$ cat src/rtl/parity_tx_serializer.sv
// Parallel-to-serial transmitter: shifts a data word out LSB-first over a
// valid/ready stream and appends one generated (even/odd) parity bit.
module parity_tx_serializer #(
    parameter int unsigned DATA_WIDTH = 8,
    parameter int unsigned CNT_W      = 5
) (
    input  logic                  clk,
    input  logic                  reset,
    input  logic                  in_valid,
    output logic                  in_ready,
    input  logic [DATA_WIDTH-1:0] in_data,
    input  logic                  in_mode,
    input  logic                  inject_err,
    output logic                  ser_data,
    output logic                  ser_valid,
    input  logic                  ser_ready,
    output logic                  ser_is_parity,
    output logic [CNT_W-1:0]      bit_idx,
    output logic                  frame_done
);

    typedef enum logic [1:0] {
        IDLE   = 2'd0,
        DATA   = 2'd1,
        PARITY = 2'd2
    } state_t;

    state_t                state, state_n;
    logic [DATA_WIDTH-1:0] shreg, shreg_n;
    logic                  par_q, par_n;
    logic                  ser_data_q, ser_data_n;
    logic [CNT_W-1:0]      idx_q, idx_n;
    logic                  done_q, done_n;

    always_ff @(posedge clk) begin
        if (reset) begin
            state      <= IDLE;
            shreg      <= '0;
            par_q      <= 1'b0;
            ser_data_q <= 1'b0;
            idx_q      <= '0;
            done_q     <= 1'b0;
        end else begin
            state      <= state_n;
            shreg      <= shreg_n;
            par_q      <= par_n;
            ser_data_q <= ser_data_n;
            idx_q      <= idx_n;
            done_q     <= done_n;
        end
    end

    always_comb begin
        state_n    = state;
        shreg_n    = shreg;
        par_n      = par_q;
        ser_data_n = ser_data_q;
        idx_n      = idx_q;
        done_n     = 1'b0;
        case (state)
            IDLE: begin
                if (in_valid) begin
                    // Mode and inject flag are folded into the parity bit at acceptance.
                    state_n    = DATA;
                    shreg_n    = in_data;
                    par_n      = (^in_data) ^ in_mode ^ inject_err;
                    idx_n      = '0;
                    ser_data_n = in_data[0];
                end
            end
            DATA: begin
                if (ser_ready) begin
                    if (idx_q == CNT_W'(DATA_WIDTH - 1)) begin
                        state_n    = PARITY;
                        idx_n      = CNT_W'(DATA_WIDTH);
                        ser_data_n = par_q;
                    end else begin
                        shreg_n    = shreg >> 1;
                        idx_n      = idx_q + 1'b1;
                        ser_data_n = shreg[1];
                    end
                end
            end
            PARITY: begin
                if (ser_ready) begin
                    state_n    = IDLE;
                    idx_n      = '0;
                    ser_data_n = 1'b0;
                    done_n     = 1'b1;
                end
            end
            default: state_n = IDLE;
        endcase
    end

    assign in_ready      = (state == IDLE);
    assign ser_valid     = (state != IDLE);
    assign ser_is_parity = (state == PARITY);
    assign ser_data      = ser_data_q;
    assign bit_idx       = idx_q;
    assign frame_done    = done_q;

endmodule

$ cat config.mk
export PLATFORM = sky130hd
export DESIGN_NAME = parity_tx_serializer
export DESIGN_NICKNAME = d
export VERILOG_FILES = /design/src/rtl/parity_tx_serializer.sv
export SDC_FILE = /design/constraint.sdc
export NUM_CORES = 1
export LEC_CHECK = 0
export ABC_AREA = 1
export CELL_PAD_IN_SITES_DETAIL_PLACEMENT = 1
export CELL_PAD_IN_SITES_GLOBAL_PLACEMENT = 1
export CORE_UTILIZATION = 37
export DETAILED_ROUTE_END_ITERATION = 12
export GPL_ROUTABILITY_DRIVEN = 1
export PLACE_DENSITY_LB_ADDON = 0.1
export SETUP_SLACK_MARGIN = 0.15
export SLEW_MARGIN = 5
export SYNTH_ARGS = -nofsm -noshare
export SYNTH_HDL_FRONTEND = slang
export SYNTH_SLANG_ARGS = --single-unit
$ cat constraint.sdc
create_clock -name clk -period 3 [get_ports clk]
set_clock_uncertainty 0.05 [all_clocks]
set_input_delay 0.3 -clock clk [delete_from_list [all_inputs] [get_ports clk]]
set_output_delay 0.3 -clock clk [all_outputs]
set_load 0.01 [all_outputs]
==> results of run 1 <==
-- cell families (layout without fill, tap and decap cells) --
kind of cell    after synthesis  in the layout  share of synthesized area, %
simple gates                 84             84                          33.9
compound gates               32             32                          16.9
buf+inv                      30             55                          11.0
flops                        17             17                          30.9
fa+ha+maj                     5              5                          5.68
xor+xnor                      2              2                          1.59
-- sequential cells by signal (all words and copies together), names as in the netlist --
signal and count:
par_q 1, state 2, bit_idx 5, ser_data 1, shreg 7, frame_done 1
-- critical path, cell delays in order (launching register included) --
cell             delay (ps)
dfxtp_1                 400
inv_1                    90
ha_1                    290
inv_1                   140
clkdlybuf4s50_1         560
-- final timing paths --
path / from / end / slack (ps) / cells past startpoint
setup reg to reg: state[1]$_SDFFE_PP0P_ / shreg[1]$_SDFFE_PP0P_ / 960 / 8
setup / recovery: state[0]$_SDFFE_PP0P_ / ser_valid / 870 / 4
hold reg to reg: shreg[3]$_SDFFE_PP0P_ / shreg[3]$_SDFFE_PP0P_ / 420 / 2
hold / removal: shreg[3]$_SDFFE_PP0P_ / shreg[3]$_SDFFE_PP0P_ / 420 / 2
-- where the power goes --
part           internal, W  leakage (nW)  total, W  switching (W)
clock            0.0000495        0.0177  0.000129      0.0000793
combinational     0.000238         0.477  0.000628       0.000390
sequential        0.000290         0.139  0.000332      0.0000420
total             0.000578         0.634   0.00109       0.000511
-- layout make-up --
| class | count | area (um2) |
|---|---|---|
| clock buffer | 3 | 22.5 |
| inverter | 27 | 101 |
| sequential | 17 | 340 |
| tap | 31 | 38.8 |
| clock inverter | 1 | 5.00 |
| timing repair buffer | 24 | 238 |
| multi-input combinational | 123 | 639 |
| fill | 387 | 1400 |
-- layout by cell type (no fill, tap or decap), drive strengths merged --
master / synthesis / layout
nor3: 1 / 1
o21ai: 13 / 13
clkbuf: 1 / 3
inv: 27 / 27
a21o: 1 / 1
xor2: 2 / 2
nor2: 14 / 14
clkinv: 0 / 1
a22oi: 1 / 1
clkdlybuf4s50: 0 / 23
o21a: 1 / 1
nand2: 53 / 53
a21oi: 15 / 15
nand3: 15 / 15
ha: 5 / 5
nand4: 1 / 1
dfxtp: 17 / 17
o211ai: 1 / 1
buf: 2 / 1
-- routing by layer --
metal / global-route usage (%) / up-vias / part of all wire (%)
li1: - / 590 / -
met1: 22.8 / 561 / 45
met2: 36.5 / 17 / 51
met3: 3.00 / 4 / 2.2
met4: 4.88 / 0 / 0.94
met5: 0 / - / 0
-- per-stage QoR --
step                      power [W]  setup slack (ps)  hold slack (ps)  instances
after global routing        0.00118               781              450        226
final                       0.00109               874              424        226
after floorplan            0.000770              1490              319        170
after detailed placement   0.000963              1030              405        222
after CTS                   0.00110               869              423        226
after global placement     0.000934              1150              399        222
==> run_results.csv, run 1 <==
group,metric,value,unit
outcome,run_status,"complete, no violations",
floorplanning,die-area,3200,um2
logic_synthesis,yosysTopAreaCellShare,30.9,%
logic_synthesis,synth_area_leaders,"dfxtp_1 31%, nand2_1 17%, inv_1 8.5%",
power,power_density,786,nW/um2
floorplanning,core_area,2780,um2
logic_synthesis,synth_most_common_cell,"nand2_1",
worst_setup_path,crit_fanout,6,
clocking,cts_resized,0,
placed_design,post-dp-hpwl,2420,um
timing,finalCriticalPeriod,2130,ps
min_path,worstHoldPathType,"flop to flop",
timing,final-setup-viol-count,0,
placed_design,port_buffers,23,
final_layout,fin_util,49.8,%
logic_synthesis,syn-num-nets,189,
flow_run,cap_violations,0,
logic_synthesis,ys_seq_elements,17,
final_layout,antenna_cells,0,
logic_synthesis,synth_commonest_cells,"50 x nand2_1, 25 x inv_1, 17 x dfxtp_1, 15 x a21oi_1, 14 x nand3_1",
clocking,path_clk_slew,110,ps
clocking,cts_tree,"yes",
floorplanning,rows,19,
power,max-vdd-ir-drop,0.588,mV
global_routing,grt_usage,19.5,%
timing,worst_pin_slew,713,ps
drt,drc_errors,0,
timing,finalHoldViolCount,0,
drt,wirelength,2970,um
timing,slew_violations,0,
global_routing,grt_max_degree,18,
worst_setup_path,crit_path_end_kind,"output port",
final_layout,drive_gt1_share,8.21,%
power,p_leak,0.634,nW
logic_synthesis,syn_area,1100,um2
drt,detail-route-antenna-nets,0,
clocking,clockBufferDepth,2,
placed_design,place_area,1360,um2
global_routing,antenna_found_initial,0,
worst_setup_path,path_class,"flop to output port",
logic_synthesis,ys_types,23,
global_routing,grt_pass1_wl,4920,um
worst_setup_path,arrival,1780,ps
clocking,post_cts_buffers,0,
logic_synthesis,synthArstFlopShare,0,%
logic_synthesis,avgSynthCellArea,6.48,um2
placed_design,gp_congestion,0.708,
logic_synthesis,yosysTopAreaCell,"dfxtp_1",
floorplanning,initial_core_util,39.6,%
logic_synthesis,ys_warn_count,0,
timing,period_share,70.9,%
drt,vias,1172,
clocking,cts-root-buf,"clkbuf_4",
global_routing,grt_pass1_vias,1143,
worst_setup_path,cp.required,2650,ps
logic_synthesis,ys_seq_area_share,30.9,%
worst_setup_path,cp-start-kind,"flop",
clocking,cts_sinks,17,
final_layout,stdcell_area,1390,um2
timing,rsz0062_at_grt,"no",
drt,wire_per_inst,13.1,um
final_layout,area_delta_synth_final,25.8,%
floorplanning,die_h,56.6,um
timing,fin_setup_tns,0,ps
drt,viasPerCell,5.19,
floorplanning,ioPinCount,24,
clocking,htreeDepth,1,
timing,max_slew_margin,52.5,%
clocking,ctsHoldBuffers,0,
drt,first_pass_iters,4,
final_layout,finish.net_count,215,
timing,fmax,0.470,GHz
logic_synthesis,netlist_instances,170,
logic_synthesis,synth_flop_cell,"dfxtp_1",
clocking,numCtsBuffers,3,
logic_synthesis,synth_edf_count,0,
floorplanning,die-width,56.6,um
drt,drtIter0Drc,24,
clocking,clock_latency,290,ps
global_routing,overflow,0,
(Power assumes the default switching activity.)
==> run 2, diff against run 1 <==
- CORE_UTILIZATION: 37 -> 34
- clock period: 3 -> 2.11 ns (I/O delays scaled with it)
==> run_results.csv, run 2 (synthesis results as in run 1) <==
group,metric,value,unit
global_routing,antenna_found_initial,0,
global_routing,grt_usage,18.7,%
timing,fmax,0.549,GHz
clocking,htreeDepth,1,
final_layout,finish.net_count,216,
drt,met2WireLength,1450,um
clocking,ctsHoldBuffers,0,
worst_setup_path,arrival,1560,ps
timing,fin_setup_tns,0,ps
outcome,run_status,"complete, no violations",
timing,finalHoldViolCount,0,
drt,drtIter0Drc,50,
clocking,cts_resized,1,
timing,final-setup-viol-count,0,
final_layout,most-common-layout-cells,"50 x nand2_1, 25 x inv_1, 22 x clkdlybuf4s50_1, 16 x dfxtp_1, 15 x a21oi_1",
drt,met1_length,1260,um
clocking,cts_sinks,17,
placed_design,port_buffers,23,
timing,period_share,86.4,%
flow_run,cap_violations,0,
clocking,cts-root-buf,"clkbuf_4",
final_layout,largest_reg_flops,7,
final_layout,fillers,426,
timing,layout_setup_ws,287,ps
global_routing,grt_pass1_wl,4910,um
global_routing,overflow,0,
worst_setup_path,path_cells,"inv_1 -> ha_2 -> clkdlybuf4s50_1",
final_layout,top_register,"shreg",
drt,wirelength,2820,um
floorplanning,rows,20,
clocking,clock_latency,290,ps
drt,drc_errors,0,
clocking,cts_tree,"yes",
worst_setup_path,path_class,"flop to output port",
drt,wl_met3,77,um
worst_setup_path,cpLargestDelayFamily,"buffers and inverters",
timing,finalCriticalPeriod,1820,ps
timing,max_slew_margin,81.7,%
drt,top_layer_used,"met4",
floorplanning,die-width,58.9,um
drt,detail-route-antenna-nets,0,
drt,viasPerCell,4.73,
worst_setup_path,cpPeakStageDelay,550,ps
floorplanning,die_h,58.9,um
placed_design,dp_slack,388,ps
timing,rsz0062_at_grt,"no",
power,max-vdd-ir-drop,0.458,mV
floorplanning,ioPinCount,24,
floorplanning,die-area,3470,um2
worst_setup_path,crit_fanout,6,
worst_setup_path,slowest_stage,"clkdlybuf4s50_1",
global_routing,grt_pass1_vias,1166,
clocking,post_cts_buffers,0,
timing,timing.hold.ws,422,ps
floorplanning,core_area,3050,um2
final_layout,final_common_cell,"nand2_1",
floorplanning,initial_core_util,36.1,%
timing,worst_pin_slew,272,ps
final_layout,seq_area,342,um2
timing,slew_violations,0,
final_layout,drive_gt1_share,9.18,%
clocking,clockBufferDepth,2,
min_path,worstHoldPathType,"flop to flop",
worst_setup_path,critPathBufInv,2,
power,p_leak,0.647,nW
final_layout,multi_input_area,642,um2
power,power_density,1090,nW/um2
worst_setup_path,crit_path_end_kind,"output port",
clocking,path_clk_slew,100,ps
placed_design,gp_congestion,0.762,
drt,vias,1135,
worst_setup_path,cp.required,1850,ps
global_routing,grt_max_degree,17,
final_layout,area_delta_synth_final,28.4,%
placed_design,post-dp-hpwl,2390,um
worst_setup_path,cp-start-kind,"flop",
final_layout,antenna_cells,0,
clocking,numCtsBuffers,3,
drt,first_pass_iters,4,
drt,wire_per_inst,11.8,um
[run 2: cell types whose count changed in the layout (fill, tap and decap cells not counted), sizes merged]
cell	delta
clkbuf	+1
clkdlybuf4s50	-1
buf	+1
clkinv	-1
dlymetal6s2s	+1
[run 2: stage by stage]
step | cells | utilization (%) | total power, W | area [um2]
floorplan | 170 | - | 0.00109 | 1100
global placement | 236 | 45.2 | 0.00135 | 1380
detailed placement | 236 | 45.2 | 0.00137 | 1380
CTS | 240 | 46.2 | 0.00157 | 1410
global route | 240 | 46.3 | 0.00169 | 1410
finish | 240 | 46.3 | 0.00155 | 1410
[run 2: final timing paths]
check        cells past startpoint                      end  slack (ps)                  start
max reg2reg                     10  bit_idx[2]$_SDFFE_PP0P_         460  state[0]$_SDFFE_PP0P_
min reg2reg                      2    shreg[6]$_SDFFE_PP0P_         420  shreg[6]$_SDFFE_PP0P_
max                              3                 in_ready         290  state[0]$_SDFFE_PP0P_
min                              2    shreg[6]$_SDFFE_PP0P_         420  shreg[6]$_SDFFE_PP0P_
[run 2: final cells by class]
type	instances	share of cell area, %
Inverter	27	7.17
Multi-Input combinational cell	123	45.4
Tap cell	44	3.89
Clock buffer	4	1.86
Timing Repair Buffer	25	17.5
Sequential cell	17	24.2
[run 2: layer usage]
metal  track usage (%)  up-vias
met1              21.5      522
met5                 0        -
met2              35.4       18
met4              5.10        0
met3              2.64        5
li1                  -      590
[run 2: where the power goes]
part	switching (W)	internal (W)
combinational	0.000546	0.000351
clock	0.000105	0.0000736
sequential	0.0000568	0.000414
total	0.000708	0.000839
[run 2: tightest hold or removal path: stages, from the launching register on]
cell	delay, ps
dfxtp_1	320
nand2_1	60
a21oi_1	50
